$ cat src/rtl/q5_pkg.sv
// Shared definitions for the Q5 vector player: FSM states, vector table, ROM word.
package q5_pkg;

    localparam int Q5_NUM_VEC = 8;

    typedef enum logic [1:0] {
        ST_IDLE   = 2'd0,
        ST_SETTLE = 2'd1,
        ST_SAMPLE = 2'd2,
        ST_DONE   = 2'd3
    } q5_state_t;

    // Stimulus {X1,X2} and expected response {Z1,Z2} for each table entry
    localparam logic [1:0] Q5_STIM [0:7] = '{2'b00, 2'b01, 2'b11, 2'b01,
                                             2'b00, 2'b10, 2'b11, 2'b01};
    localparam logic [1:0] Q5_EXP  [0:7] = '{2'b00, 2'b00, 2'b11, 2'b10,
                                             2'b10, 2'b01, 2'b00, 2'b00};

    typedef struct packed {
        logic [1:0] stim;
        logic [1:0] exp;
    } q5_vec_t;

endpackage

$ cat src/rtl/q5_vec_rom.sv
// Combinational vector table lookup: index -> {stimulus, expected response}.
module q5_vec_rom
    import q5_pkg::*;
(
    input  logic [2:0] i_idx,
    output q5_vec_t    o_vec
);

    // Pure table read, no state
    always_comb begin
        o_vec.stim = Q5_STIM[i_idx];
        o_vec.exp  = Q5_EXP[i_idx];
    end

endmodule

$ cat src/rtl/q5_vector_player.sv
// Q5 vector player: drives X1/X2 from the vector table, samples Z1/Z2 after a
// settle window, counts mismatches and reports done/pass.
// Optional build macro Q5_PLAYER_STOP_ON_ERR_EN: stop at the first mismatch.
module q5_vector_player
    import q5_pkg::*;
#(
    parameter int NUM_VEC       = Q5_NUM_VEC,
    parameter int SETTLE_CYCLES = 4,
    parameter int RUNS          = 2
)
(
    input  logic       clk,
    input  logic       rst,
    input  logic       start,
    output logic       X1,
    output logic       X2,
    input  logic       Z1,
    input  logic       Z2,
    output logic       busy,
    output logic       done,
    output logic       pass,
    output logic [7:0] err_count,
    output logic [2:0] vec_idx
);

    localparam int CW = (SETTLE_CYCLES > 1) ? $clog2(SETTLE_CYCLES) : 1;
    localparam int RW = (RUNS > 1) ? $clog2(RUNS) : 1;
    localparam logic [CW-1:0] CNT_LAST = CW'(SETTLE_CYCLES - 1);
    localparam logic [RW-1:0] RUN_LAST = RW'(RUNS - 1);
    localparam logic [2:0]    VEC_LAST = 3'(NUM_VEC - 1);

`ifdef Q5_PLAYER_STOP_ON_ERR_EN
    localparam bit STOP_ON_ERR = 1'b1;
`else
    localparam bit STOP_ON_ERR = 1'b0;
`endif

    q5_state_t     r_state;
    logic [CW-1:0] r_cnt;
    logic [RW-1:0] r_run;
    logic [2:0]    r_vec_idx;
    logic [1:0]    r_x;
    logic [1:0]    r_exp;
    logic [7:0]    r_err;
    logic          r_busy;
    logic          r_done;
    logic          r_pass;

    logic [2:0]    w_nxt_idx;
    logic [2:0]    w_ld_idx;
    q5_vec_t       w_ld;
    logic          w_mis;
    logic          w_last;
    logic [7:0]    w_err_nxt;

    // The ROM is addressed by the vector about to be loaded; its expected
    // response is latched alongside X1/X2 so the compare needs no second lookup.
    assign w_nxt_idx = (r_vec_idx == VEC_LAST) ? 3'd0 : r_vec_idx + 3'd1;
    assign w_ld_idx  = (r_state == ST_SAMPLE) ? w_nxt_idx : 3'd0;

    q5_vec_rom u_rom (
        .i_idx (w_ld_idx),
        .o_vec (w_ld)
    );

    assign w_mis     = ({Z1, Z2} != r_exp);
    assign w_err_nxt = (w_mis && (r_err != 8'hFF)) ? r_err + 8'd1 : r_err;
    assign w_last    = (r_vec_idx == VEC_LAST) && (r_run == RUN_LAST);

    // Sequencer: load vector, settle, sample/compare, advance or finish
    always_ff @(posedge clk) begin
        if (rst) begin
            r_state   <= ST_IDLE;
            r_cnt     <= '0;
            r_run     <= '0;
            r_vec_idx <= '0;
            r_x       <= '0;
            r_exp     <= '0;
            r_err     <= '0;
            r_busy    <= 1'b0;
            r_done    <= 1'b0;
            r_pass    <= 1'b0;
        end else begin
            case (r_state)
                ST_IDLE, ST_DONE: begin
                    if (start) begin
                        r_state   <= ST_SETTLE;
                        r_cnt     <= '0;
                        r_run     <= '0;
                        r_vec_idx <= '0;
                        r_err     <= '0;
                        r_x       <= w_ld.stim;
                        r_exp     <= w_ld.exp;
                        r_busy    <= 1'b1;
                        r_done    <= 1'b0;
                        r_pass    <= 1'b0;
                    end
                end
                ST_SETTLE: begin
                    if (r_cnt == CNT_LAST) r_state <= ST_SAMPLE;
                    else                   r_cnt   <= r_cnt + 1'b1;
                end
                ST_SAMPLE: begin
                    r_err <= w_err_nxt;
                    if (w_last || (STOP_ON_ERR && w_mis)) begin
                        // X1/X2 and vec_idx stay on the final/failing vector
                        r_state <= ST_DONE;
                        r_busy  <= 1'b0;
                        r_done  <= 1'b1;
                        r_pass  <= (w_err_nxt == 8'd0);
                    end else begin
                        r_state   <= ST_SETTLE;
                        r_cnt     <= '0;
                        r_vec_idx <= w_nxt_idx;
                        r_x       <= w_ld.stim;
                        r_exp     <= w_ld.exp;
                        if (r_vec_idx == VEC_LAST) r_run <= r_run + 1'b1;
                    end
                end
                default: r_state <= ST_IDLE;
            endcase
        end
    end

    assign X1        = r_x[1];
    assign X2        = r_x[0];
    assign busy      = r_busy;
    assign done      = r_done;
    assign pass      = r_pass;
    assign err_count = r_err;
    assign vec_idx   = r_vec_idx;

endmodule

$ cat config.mk
export PLATFORM = sky130hd
export DESIGN_NAME = q5_vector_player
export DESIGN_NICKNAME = d
export VERILOG_FILES = /design/src/rtl/q5_pkg.sv /design/src/rtl/q5_vec_rom.sv /design/src/rtl/q5_vector_player.sv
export SDC_FILE = /design/constraint.sdc
export NUM_CORES = 1
export LEC_CHECK = 0
export CAP_MARGIN = 5
export CORE_UTILIZATION = 50
export CTS_BUF_LIST = sky130_fd_sc_hd__clkbuf_8
export DETAILED_ROUTE_END_ITERATION = 10
export MAX_ROUTING_LAYER = met4
export PLACE_DENSITY = 0.71
export SETUP_SLACK_MARGIN = 0.2
export SLEW_MARGIN = 15
export SYNTH_ARGS = -nofsm -noshare
export SYNTH_HDL_FRONTEND = slang
export SYNTH_SLANG_ARGS = --single-unit
$ cat constraint.sdc
create_clock -name clk -period 2.55 [get_ports clk]
set_input_delay 0.51 -clock clk [delete_from_list [all_inputs] [get_ports clk]]
set_output_delay 0.51 -clock clk [all_outputs]
set_load 0.01 [all_outputs]
Word-level counts from Yosys, hierarchy flattened
Memories as Yosys holds them, arrays and structs flattened.
Index checks and enable logic that the tools add are counted.
{"block": "word_totals", "ff_bits": 23, "mem_bits_ro": 32, "output_inout_bits": 16, "wordCells": 80, "memories": 2}
{"name": "(name not given)", "words": 8, "width": 2, "read_ports": 1, "rd_ports_with_merged_regs": 0, "wr": 0, "line": "q5_vec_rom.sv:11", "source": "o_vec.stim = Q5_STIM[i_idx];"}
{"name": "(name not given)", "words": 8, "width": 2, "read_ports": 1, "rd_ports_with_merged_regs": 0, "wr": 0, "line": "q5_vec_rom.sv:12", "source": "o_vec.exp = Q5_EXP[i_idx];"}
{"block": "classes", "n_addsub": 4, "magnitude_cmp": 1, "eq_ne": 13, "muxes": 37, "bitwise": 1, "n_reduce_logical": 12}
{"cell": "two-way mux 2 bit", "n": 14}
{"cell": "two-way mux 8 bit", "n": 2}
{"cell": "one-hot mux 8 bit (2 select lines)", "n": 1}
{"cell": "two-way mux 3 bit", "n": 4}
{"cell": "inequality test 2 bit (second input constant)", "n": 6}
{"cell": "one-hot mux 2 bit (3 select lines)", "n": 2}
{"cell": "AND reduction 3 bit", "n": 3}
{"cell": "adder 8 x 1 -> 8 bit (second input constant)", "n": 1}
{"cell": "zero test 8 bit", "n": 1}
{"cell": "inequality test 8 bit (second input constant)", "n": 1}
{"cell": "one-hot mux 1 bit (2 select lines)", "n": 4}
{"cell": "one-hot mux 2 bit (2 select lines)", "n": 2}
{"cell": "two-way mux 1 bit", "n": 7}
{"cell": "== test 2 bit (second input constant)", "n": 3}
{"cell": "one-hot mux 3 bit (2 select lines)", "n": 1}
{"cell": "greater-or-equal comparator 4 bit (second input constant)", "n": 1}
{"cell": "inverter 3 -> 4 bit", "n": 1}
{"cell": "AND reduction 2 bit", "n": 2}
{"cell": "AND reduction 4 bit", "n": 1}
{"cell": "adder 3 x 1 -> 3 bit (second input constant)", "n": 1}
{"cell": "== test 3 bit (second input constant)", "n": 1}
{"cell": "adder 2 x 1 -> 2 bit (second input constant)", "n": 1}
{"cell": "== test 2 x 1 -> 1 bit (second input constant)", "n": 1}
{"cell": "logical AND 1 bit", "n": 2}
{"cell": "5 further kinds", "n": 5}

Longest topological paths before layout
Gate-level depths: netlist (run 1).
{"block": "logic_depth", "word_depth": 9, "mapped_depth": 9, "ltp_nobuf": 8}

By module
A second synthesis (run 1) with hierarchy kept.
{"block": "hier_totals", "hier_cells": 169, "hier_area_um2": 1403.8}
{"mod": "q5_vector_player", "instances": 1, "cells_each": 155, "area_per_inst_um2": 1306.3}
{"mod": "q5_vec_rom", "instances": 1, "cells_each": 14, "area_per_inst_um2": 97.6}

Worst setup path before layout (run 1)
No wires, ideal clock.
{"block": "synth_path", "path_kind": "register -> register", "from": "register r_vec_idx[0], in the netlist vec_idx[0]", "to": "register r_x[1]", "setup_time_ns": 0.132, "arrival_time_ns": 1.741, "required_ns": 2.418, "slack_ns": 0.677, "path_stages_with_launch": 7, "synth_period_minus_slack_ns": 1.873, "cell_sequence": "dfxtp_1 ha_1 ha_1 or3_1 ha_1 a311oi_1 nor3_1"}
{"block": "synth_via", "elab_chain_len": 9, "elab_cells_between_ends": 14}
{"item": "from (decl)", "line": "q5_vector_player.sv:41", "source": "logic [2:0] r_vec_idx;"}
{"item": "from (signal assigned)", "line": "q5_vector_player.sv:114", "source": "r_vec_idx <= w_nxt_idx;"}
{"item": "adder 3 x 1 -> 3 bit / == test 3 bit (equally long branches)", "line": "q5_vector_player.sv:58, q5_vector_player.sv:68"}
{"item": "two-way mux 3 bit", "line": "q5_vector_player.sv:58", "source": "assign w_nxt_idx = (r_vec_idx == VEC_LAST) ? 3'd0 : r_vec_idx + 3'd1;"}
{"item": "two-way mux 3 bit", "line": "q5_vector_player.sv:59", "source": "assign w_ld_idx = (r_state == ST_SAMPLE) ? w_nxt_idx : 3'd0;"}
{"item": "inverter 3 -> 4 bit (implied by the code)", "line": "q5_vec_rom.sv:11"}
{"item": "memory (8 x 2 bit)"}
{"item": "two-way mux 2 bit (implied by the code) (2 in a row)", "line": "q5_vec_rom.sv:11"}
{"item": "two-way mux 2 bit, on equally long branches", "line": "q5_vector_player.sv:105, q5_vector_player.sv:86"}
{"item": "one-hot mux 2 bit (2 select lines)", "line": "q5_vector_player.sv:84", "source": "case (r_state)"}
{"item": "to (signal assigned)", "line": "q5_vector_player.sv:92", "source": "r_x <= w_ld.stim;"}
{"item": "to (signal assigned)", "line": "q5_vector_player.sv:115", "source": "r_x <= w_ld.stim;"}
{"item": "to (decl)", "line": "q5_vector_player.sv:42", "source": "logic [1:0] r_x;"}
Parallel ways exist; a longest one is shown, timed or not. The select of a mux whose other input is x is not followed.
A chain may end at the register's enable or synchronous reset.

Worst setup path after layout (run 1)
{"block": "layout_path", "from": "register r_state[0]", "to": "register r_exp[0]"}
{"block": "layout_via", "elab_chain_len": 8, "elab_cells_between_ends": 16}
{"item": "from (decl)", "line": "q5_vector_player.sv:38", "source": "q5_state_t r_state;"}
{"item": "from (signal assigned)", "line": "q5_vector_player.sv:73", "source": "r_state <= ST_IDLE;"}
{"item": "from (signal assigned)", "line": "q5_vector_player.sv:87", "source": "r_state <= ST_SETTLE;"}
{"item": "from (signal assigned)", "line": "q5_vector_player.sv:100", "source": "if (r_cnt == CNT_LAST) r_state <= ST_SAMPLE;"}
{"item": "== test 2 bit", "line": "q5_vector_player.sv:59, q5_vector_player.sv:84"}
{"item": "two-way mux 3 bit", "line": "q5_vector_player.sv:59"}
{"item": "inverter 3 -> 4 bit (implied by the code)", "line": "q5_vec_rom.sv:12"}
{"item": "memory (8 x 2 bit)"}
{"item": "two-way mux 2 bit (implied by the code) (2 in a row)", "line": "q5_vec_rom.sv:12"}
{"item": "two-way mux 2 bit, on equally long branches", "line": "q5_vector_player.sv:105, q5_vector_player.sv:86"}
{"item": "one-hot mux 2 bit (2 select lines)", "line": "q5_vector_player.sv:84"}
{"item": "to (signal assigned)", "line": "q5_vector_player.sv:93", "source": "r_exp <= w_ld.exp;"}
{"item": "to (signal assigned)", "line": "q5_vector_player.sv:116", "source": "r_exp <= w_ld.exp;"}
{"item": "to (decl)", "line": "q5_vector_player.sv:43", "source": "logic [1:0] r_exp;"}
Parallel ways exist; a longest one is shown, timed or not. The select of a mux whose other input is x is not followed.

==> results.yml, run 1 <==
finish:
  fillCellCount: 246
  layout_commonest_cell: "sky130_fd_sc_hd__nand2_1"
  antenna_cells_inserted: 0
  drive_above_1_share_pct: 11.4
  layout-area-overhead-vs-synth_pct: 18.0
  nNetsFinal: 210
  most-common-layout-cells: "sky130_fd_sc_hd__nand2_1, sky130_fd_sc_hd__dfxtp_1, sky130_fd_sc_hd__clkdlybuf4s50_1, sky130_fd_sc_hd__nor2_1, sky130_fd_sc_hd__a21oi_1"
  finalNonFillerCells: 224
drt:
  vias_per_cell: 5.84
  via_count: 1308
  number_of_antenna_violating_nets_in_the_routed_design: 0
  drc: 0
  detail_route.iter0.violations: 40
  post_drt_wl_per_cell_um: 13.9
  dr.pass1.iters: 6
  drt_wl_total_um: 3110
timing:
  unrepaired_setup_endpoints_after_global_routing: "no"
  timing.final.ws_setup_ps: 524
  period_share_pct: 79.4
  timing_worst_slew_pin_value_ps: 463
  setup_violations: 0
  slew_violations: 0
  fin_worst_hold_slack_ps: 465
  max_freq_mhz: 494
  fin_worst_skew_ps: 4.19
  min_period_ps: 2030
  timing.final.hold_violations: 0
  final_sum_of_negative_setup_slack_ps: 0
  max_slew_margin_pct: 68.8
worst_setup_path:
  crit_path_cell_trace: "inv_1, ha_1, nand2_1, o21ai_1, nand2_1, a311oi_1, nor3_1"
  start_kind: "flip-flop"
  cp.buffers_inverters: 1
  critical-path-slowest-cell: "sky130_fd_sc_hd__dfxtp_1"
  timing_worst_setup_path_type: "reg -> reg"
  timing.critical_path.arrival_ps: 2170
  reg2reg_to: "r_exp[0]"
  setup_crit_end_kind: "flip-flop"
  crit_required_ps: 2700
  reg2regPathDepth: 7
  crit_family: "compound AO/OA/AOI/OAI gates"
  regToRegStartpoint: "r_state[0]"
  worst-path-stages: 7
  timing.critical_path.mode_cell: "sky130_fd_sc_hd__nand2_1"
  critical_path_peak_fanout: 7
  rrSetupSlack_ps: 520
  worst_path_largest_cell_delay_ps: 380
global_route:
  combined_global_route_utilization_of_all_metal_layers_pct: 21.4
  grt_max_degree: 24
  grt.overflow.total: 0
  grt_pass1_vias: 1176
  grt_first_pass_wirelength_um: 5150
  grt_antenna_before_repair: 0
worst_hold_path:
  hold_path.class: "reg -> reg"
  hold_end: "r_x[0]"
  worst_min_delay_path_startpoint: "r_x[0]"
  holdPathStages: 2
yosys:
  async_reset_ff_share_pct: 0
  synth.distinct_cells: 47
  syn_area_per_cell_um2: 8.43
  synthesis.instances: 173
  ys_seq_area_share_pct: 31.6
  synth_enable_flop_cells: 0
  yosys_most_used_dff: "sky130_fd_sc_hd__dfxtp_1"
  synth.yosys.warnings: 0
  post_synth_instance_area_um2: 1460
  ys_seq_elements: 23
  syn-num-nets: 189
clocking:
  clockBufferDepth: 2
  cts_made_buffers: 3
  root_buffer_cell: "sky130_fd_sc_hd__clkbuf_8"
  path_clk_slew_ps: 80
  post_cts_resize_count: 0
  htree_levels: 1
  ctsHoldBuffers: 0
  insertion_delay_ps: 260
  clock_sink_count: 23
  post-cts-setup-buffer-count: 0
  tritoncts: "yes"
floorplan:
  design.core.area_um2: 2760
  die_width_um: 56.0
  placement_rows: 19
  die_height_um: 56.0
  ios: 21
  start_util_pct: 52.9
  floorplan.die_area_um2: 3140
placed_design:
  buffer_ports.inserted: 20
  globalplace.congestion: 0.925
  dpl.cell_count: 220
  dp_hpwl_um: 2300
  dp_slack_ps: 329
power:
  worst_ir_drop_vdd_v: 0.000305
  total_leakage_power_nw: 0.676
  pwr_density_cell_nw_per_um2: 419
run_status:
  outcome: "finished, final reports clean"
job:
  maxCapViolCount: 0
==> synthesized netlist by cell type (all sizes together) (2+ instances only) <==
master / count / area, µm²
mux2: 2 / 22.5
o21ai: 7 / 35.0
clkbuf: 3 / 11.3
xnor2: 3 / 41.3
nand3: 9 / 50.1
mux2i: 2 / 20.0
a311oi: 4 / 35.0
buf: 6 / 47.5
and2: 5 / 31.3
a211oi: 3 / 27.5
a31oi: 4 / 25.0
dfxtp: 23 / 460
a41oi: 3 / 26.3
and3: 2 / 12.5
a22oi: 3 / 36.3
nand2: 26 / 100
o211ai: 2 / 20.0
inv: 7 / 26.3
nor2: 13 / 48.8
nor3: 7 / 35.0
and4: 2 / 20.0
a21oi: 12 / 60.1
ha: 11 / 138
nand2b: 3 / 18.8
==> routing by layer <==
metal	vias up	routed length [µm]	GRT usage (%)
met5	-	0	-
met3	6	105	3.49
li1	670	-	-
met1	600	1470	26.4
met4	0	52	10.1
met2	32	1480	34.0
==> logic make-up (layout without fill, tap and decap cells) <==
family          after synthesis  in the layout  synth area share [%]
flops                        23             23                  31.6
mux                           4              4                  2.92
fa+ha+maj                    11             11                  9.43
xor+xnor                      3              3                  2.83
simple gates                 72             72                  24.2
buf+inv                      16             36                  5.83
compound gates               44             44                  23.2
==> power breakdown <==
part | internal, mW | switching (mW) | total [mW]
Combinational | 0.0511 | 0.0726 | 0.124
Sequential | 0.368 | 0.00771 | 0.376
Clock | 0.107 | 0.115 | 0.222
==> through the flow <==
step | utilization (%) | instance area [µm²] | power [mW]
finish | 62.4 | 1720 | 0.722
global route | 62.4 | 1720 | 0.765
CTS | 62.4 | 1720 | 0.732
detailed placement | 60.8 | 1680 | 0.507
global placement | 60.8 | 1680 | 0.502
floorplan | - | 1460 | 0.470
==> worst reg2reg max path: cells and delay by family, from the launching register on <==
| kind | cells | cell delay (ps) |
|---|---|---|
| buf+inv | 1 | 60 |
| simple gates | 3 | 490 |
| fa+ha+maj | 1 | 360 |
| compound gates | 2 | 620 |
| flops | 1 | 380 |
==> worst max-delay path by stage <==
stage / start / end / slack [ps]
after floorplan: vec_idx[0] / r_x[1] / 680
after global placement: start / r_exp[0] / 370
after detailed placement: Z2 / pass / 330
after CTS: vec_idx[0] / r_exp[0] / 530
after global routing: r_state[0] / r_exp[0] / 370
final: r_state[0] / r_exp[0] / 520
==> flip-flops by register name, indices dropped and copies added, names as in the netlist <==
name and count:
r_exp 2, vec_idx 3, done 1, err_count 8
r_x 2, r_cnt 2, r_state 2, pass 1
r_run 1, busy 1
==> cell type report <==
class | instances | area (µm²) | share of cell area, %
Inverter | 7 | 26.3 | 1.53
Clock buffer | 3 | 41.3 | 2.40
Sequential cell | 23 | 460 | 26.7
Clock inverter | 1 | 3.75 | 0.218
Timing Repair Buffer | 25 | 238 | 13.8
Multi-Input combinational cell | 134 | 913 | 53.1
Tap cell | 31 | 38.8 | 2.25
(Power assumes the default switching activity.)
==> run 2: changes to the inputs <==
- clock period: 2.55 -> 2.05 ns (I/O delays scaled with it)
==> results.yml, run 2 (same netlist as run 1, synthesis figures left out) <==
run_status:
  outcome: "finished, final reports clean"
worst_hold_path:
  hold_path.class: "reg -> reg"
  holdPathStages: 2
  worst_min_delay_path_startpoint: "r_x[0]"
  hold_end: "r_x[0]"
finish:
  layout_commonest_cell: "sky130_fd_sc_hd__nand2_1"
  layout-area-overhead-vs-synth_pct: 27.6
  drive_above_1_share_pct: 24.1
  finalNonFillerCells: 230
  most-common-layout-cells: "sky130_fd_sc_hd__nand2_1, sky130_fd_sc_hd__clkdlybuf4s50_1, sky130_fd_sc_hd__dfxtp_1, sky130_fd_sc_hd__nor2_1, sky130_fd_sc_hd__a21oi_1"
  max_ffs_per_register: 8
  fillCellCount: 227
  nNetsFinal: 216
  finalCoreUtilization_pct: 67.5
  antenna_cells_inserted: 0
clocking:
  path_clk_slew_ps: 90
  clock_sink_count: 23
  ctsHoldBuffers: 0
  htree_levels: 1
  tritoncts: "yes"
  cts_made_buffers: 3
  root_buffer_cell: "sky130_fd_sc_hd__clkbuf_8"
  clockBufferDepth: 2
  insertion_delay_ps: 260
worst_setup_path:
  rrSetupSlack_ps: 230
  timing.critical_path.arrival_ps: 2000
  critical_path_peak_fanout: 4
  reg2reg_to: "r_exp[0]"
  start_kind: "input port"
  setup_crit_end_kind: "flip-flop"
  crit_required_ps: 2230
  reg2regPathDepth: 7
  timing_worst_setup_path_type: "in -> reg"
  regToRegStartpoint: "vec_idx[1]"
timing:
  timing.final.hold_violations: 0
  slew_violations: 0
  max_freq_mhz: 548
  fin_worst_skew_ps: 4.67
  period_share_pct: 88.9
  fin_worst_hold_slack_ps: 456
  final_sum_of_negative_setup_slack_ps: 0
  unrepaired_setup_endpoints_after_global_routing: "yes"
  min_period_ps: 1820
  max_slew_margin_pct: 67.3
  setup_violations: 0
  timing_worst_slew_pin_value_ps: 487
power:
  finalPower_uw: 917
  worst_ir_drop_vdd_v: 0.000573
  pwr_density_cell_nw_per_um2: 492
  total_leakage_power_nw: 0.714
floorplan:
  die_height_um: 56.0
  design.core.area_um2: 2760
  floorplan.die_area_um2: 3140
  placement_rows: 19
  die_width_um: 56.0
  start_util_pct: 52.9
  ios: 21
global_route:
  grt_antenna_before_repair: 0
  use_met3_pct: 3.72
  grt_max_degree: 24
  combined_global_route_utilization_of_all_metal_layers_pct: 22.7
  grt.overflow.total: 0
  gr-max-usage-layer: "met2"
  use_met1_pct: 27.3
  m2_gr_usage_pct: 38.6
  grt_pass1_vias: 1281
  grt_first_pass_wirelength_um: 5560
job:
  maxCapViolCount: 0
drt:
  post_drt_wl_per_cell_um: 15.2
  drc: 0
  dr.pass1.iters: 4
  via_count: 1372
  vias_per_cell: 5.97
  detail_route.iter0.violations: 56
  number_of_antenna_violating_nets_in_the_routed_design: 0
  drt_wl_total_um: 3490
placed_design:
  globalplace.congestion: 0.877
  dp_hpwl_um: 2440
  buffer_ports.inserted: 20
  dpl.cell_count: 224
run 2: changes by cell type in the layout (fill, tap and decap cells not counted), sizes merged:
cell / change
clkinv: +1
inv: -1
buf: +6
run 2: through the flow:
stage,cell area (µm²),setup WS [ps]
detailed placement,1710,-42.3
CTS,1830,204
global route,1860,148
global placement,1710,-6.53
finish,1860,227
floorplan,1460,201
run 2: layer usage:
metal	part of all wire, %	up-vias
met5	0	-
met4	1.2	0
met3	4.9	8
li1	-	679
met2	50	47
met1	44	638
run 2: critical path, cell delays in order:
cell and delay [ps]:
sky130_fd_sc_hd__clkdlybuf4s50_1 440, sky130_fd_sc_hd__xnor2_2 310, sky130_fd_sc_hd__nand2_2 150, sky130_fd_sc_hd__a2111oi_4 330
sky130_fd_sc_hd__o211ai_2 110, sky130_fd_sc_hd__o31ai_2 250
run 2: cell type report:
class                           instances  area, µm²  area share, %
Sequential cell                        23        468           25.1
Clock buffer                            3       41.3           2.22
Tap cell                               31       38.8           2.08
Multi-Input combinational cell        134       1000           53.7
Clock inverter                          1       5.00          0.269
Inverter                                7       26.3           1.41
Timing Repair Buffer                   31        283           15.2
run 2: power breakdown:
part | internal [mW] | total [mW] | switching [mW] | leakage, nW
clock | 0.136 | 0.284 | 0.148 | 0.0255
combinational | 0.0710 | 0.164 | 0.0934 | 0.499
sequential | 0.459 | 0.468 | 0.00931 | 0.189
run 2: worst max path at each step:
| stage | startpoint | to | slack (ps) | cells past startpoint |
|---|---|---|---|---|
| final | Z2 | pass | 230 | 6 |
| after global routing | Z2 | pass | 150 | 6 |
| after CTS | err_count[2] | err_count[2] | 200 | 1 |
| after detailed placement | Z2 | pass | -40 | 6 |
| after global placement | Z2 | pass | -7 | 6 |
| after floorplan | vec_idx[0] | r_x[1] | 200 | 6 |
run 2: what timing repair did:
action,4_1_cts,5_1_grt
pin swaps,3,4
buffers inserted,2,0
resized for setup,13,8
endpoints found under the setup margin,5,10
gates cloned,0,0
==> run 3: changes to the inputs <==
- CTS_BUF_LIST: sky130_fd_sc_hd__clkbuf_8 -> sky130_fd_sc_hd__clkbuf_4 sky130_fd_sc_hd__clkbuf_8
==> results.yml, run 3 (same netlist as run 1, synthesis figures left out) <==
timing:
  min_period_ps: 1860
  slew_violations: 0
  max_slew_margin_pct: 64.7
  period_share_pct: 90.6
  fin_worst_skew_ps: 5.05
  timing.final.hold_violations: 0
  timing_worst_slew_pin_value_ps: 525
  max_freq_mhz: 539
  unrepaired_setup_endpoints_after_global_routing: "yes"
  fin_worst_hold_slack_ps: 461
  setup_violations: 0
worst_setup_path:
  setup_crit_end_kind: "flip-flop"
  worst_path_largest_cell_delay_ps: 360
  rrSetupSlack_ps: 190
  start_kind: "flip-flop"
  timing_worst_setup_path_type: "reg -> reg"
  timing.critical_path.arrival_ps: 2060
  critical_path_peak_fanout: 5
  timing.critical_path.mode_cell: "sky130_fd_sc_hd__ha_2"
  crit_required_ps: 2260
  crit_path_cell_trace: "ha_2, ha_4, or3_4, ha_2, and2_1, a311oi_2, nor3_1"
  critical-path-slowest-cell: "sky130_fd_sc_hd__or3_4"
drt:
  drc: 0
  post_drt_wl_per_cell_um: 14.9
  dr.pass1.iters: 7
  detail_route.iter0.violations: 35
  vias_per_cell: 5.95
  number_of_antenna_violating_nets_in_the_routed_design: 0
  via_count: 1362
  drt_wl_total_um: 3420
clocking:
  root_buffer_cell: "sky130_fd_sc_hd__clkbuf_4"
  insertion_delay_ps: 310
  cts_made_buffers: 3
  path_clk_slew_ps: 130
  tritoncts: "yes"
  clockBufferDepth: 2
  htree_levels: 1
  clock_sink_count: 23
  ctsHoldBuffers: 0
finish:
  layout_commonest_cell: "sky130_fd_sc_hd__nand2_1"
  final_area_um2: 1800
  fillCellCount: 241
  finalCoreUtilization_pct: 65.2
  drive_above_1_share_pct: 22.2
  antenna_cells_inserted: 0
  most-common-layout-cells: "sky130_fd_sc_hd__nand2_1, sky130_fd_sc_hd__clkdlybuf4s50_1, sky130_fd_sc_hd__dfxtp_1, sky130_fd_sc_hd__nor2_1, sky130_fd_sc_hd__a21oi_1"
  max_ffs_per_register: 8
  nNetsFinal: 215
  layout-area-overhead-vs-synth_pct: 23.2
  finalNonFillerCells: 229
global_route:
  grt_first_pass_wirelength_um: 5470
  grt_pass1_vias: 1274
  grt_antenna_before_repair: 0
  grt.overflow.total: 0
  grt_max_degree: 24
  combined_global_route_utilization_of_all_metal_layers_pct: 22.2
floorplan:
  die_width_um: 56.0
  ios: 21
  design.core.area_um2: 2760
  die_height_um: 56.0
  placement_rows: 19
  floorplan.die_area_um2: 3140
  start_util_pct: 52.9
power:
  total_leakage_power_nw: 0.695
  worst_ir_drop_vdd_v: 0.000491
  pwr_density_cell_nw_per_um2: 469
  finalPower_uw: 844
placed_design:
  dpl.cell_count: 224
  placedInstanceArea_um2: 1710
  dp_hpwl_um: 2440
  globalplace.congestion: 0.877
  buffer_ports.inserted: 20
run_status:
  outcome: "finished, final reports clean"
worst_hold_path:
  hold_path.class: "reg -> reg"
job:
  maxCapViolCount: 0
run 3: what timing repair did:
action | 4_1_cts | 5_1_grt
setup endpoints to repair | 8 | 16
resized for setup | 10 | 6
buffers inserted | 1 | 0
pin swaps | 1 | 4
run 3: through the flow:
| step | setup TNS (ps) | worst slack, ps |
|---|---|---|
| 2_1_floorplan | 0 | 201 |
| 3_3_place_gp | -6.53 | -6.53 |
| 3_5_place_dp | -42.3 | -42.3 |
| 4_1_cts | 0 | 152 |
| 5_1_grt | 0 | 163 |
| 6_report | 0 | 193 |
run 3: metal layers:
layer  vias up  share of wire, %  track usage, %
met5         -                 0               -
met4         0               1.1            8.36
met3         6               4.4            3.02
met2        40                49            37.8
met1       632                46            26.6
li1        684                 -               -
run 3: area by class of cell:
| cell class | count | area (µm²) | area share [%] |
|---|---|---|---|
| inverter | 7 | 26.3 | 1.46 |
| multi-input combinational | 134 | 962 | 53.5 |
| clock inverter | 1 | 5.00 | 0.278 |
| sequential | 23 | 468 | 26.0 |
| clock buffer | 3 | 22.5 | 1.25 |
| timing repair buffer | 30 | 275 | 15.3 |
| tap | 31 | 38.8 | 2.16 |
run 3: final timing paths:
check / from / endpoint / cells after the start
setup / recovery: vec_idx[1] / r_exp[0] / 7
hold / removal: r_x[0] / r_x[0] / 2
setup reg to reg: vec_idx[1] / r_exp[0] / 7
hold reg to reg: r_x[0] / r_x[0] / 2
run 3: power by group:
group          switching [mW]  total (mW)  internal [mW]
sequential            0.00945       0.469          0.459
combinational          0.0932       0.164         0.0710
clock                   0.138       0.211         0.0728
total                   0.240       0.844          0.603
run 3: critical path: cells and delay by family, from the launching register on:
kind            cells  cell delay, ps
flops               1             350
simple gates        3             590
compound gates      1             270
fa+ha+maj           3             550
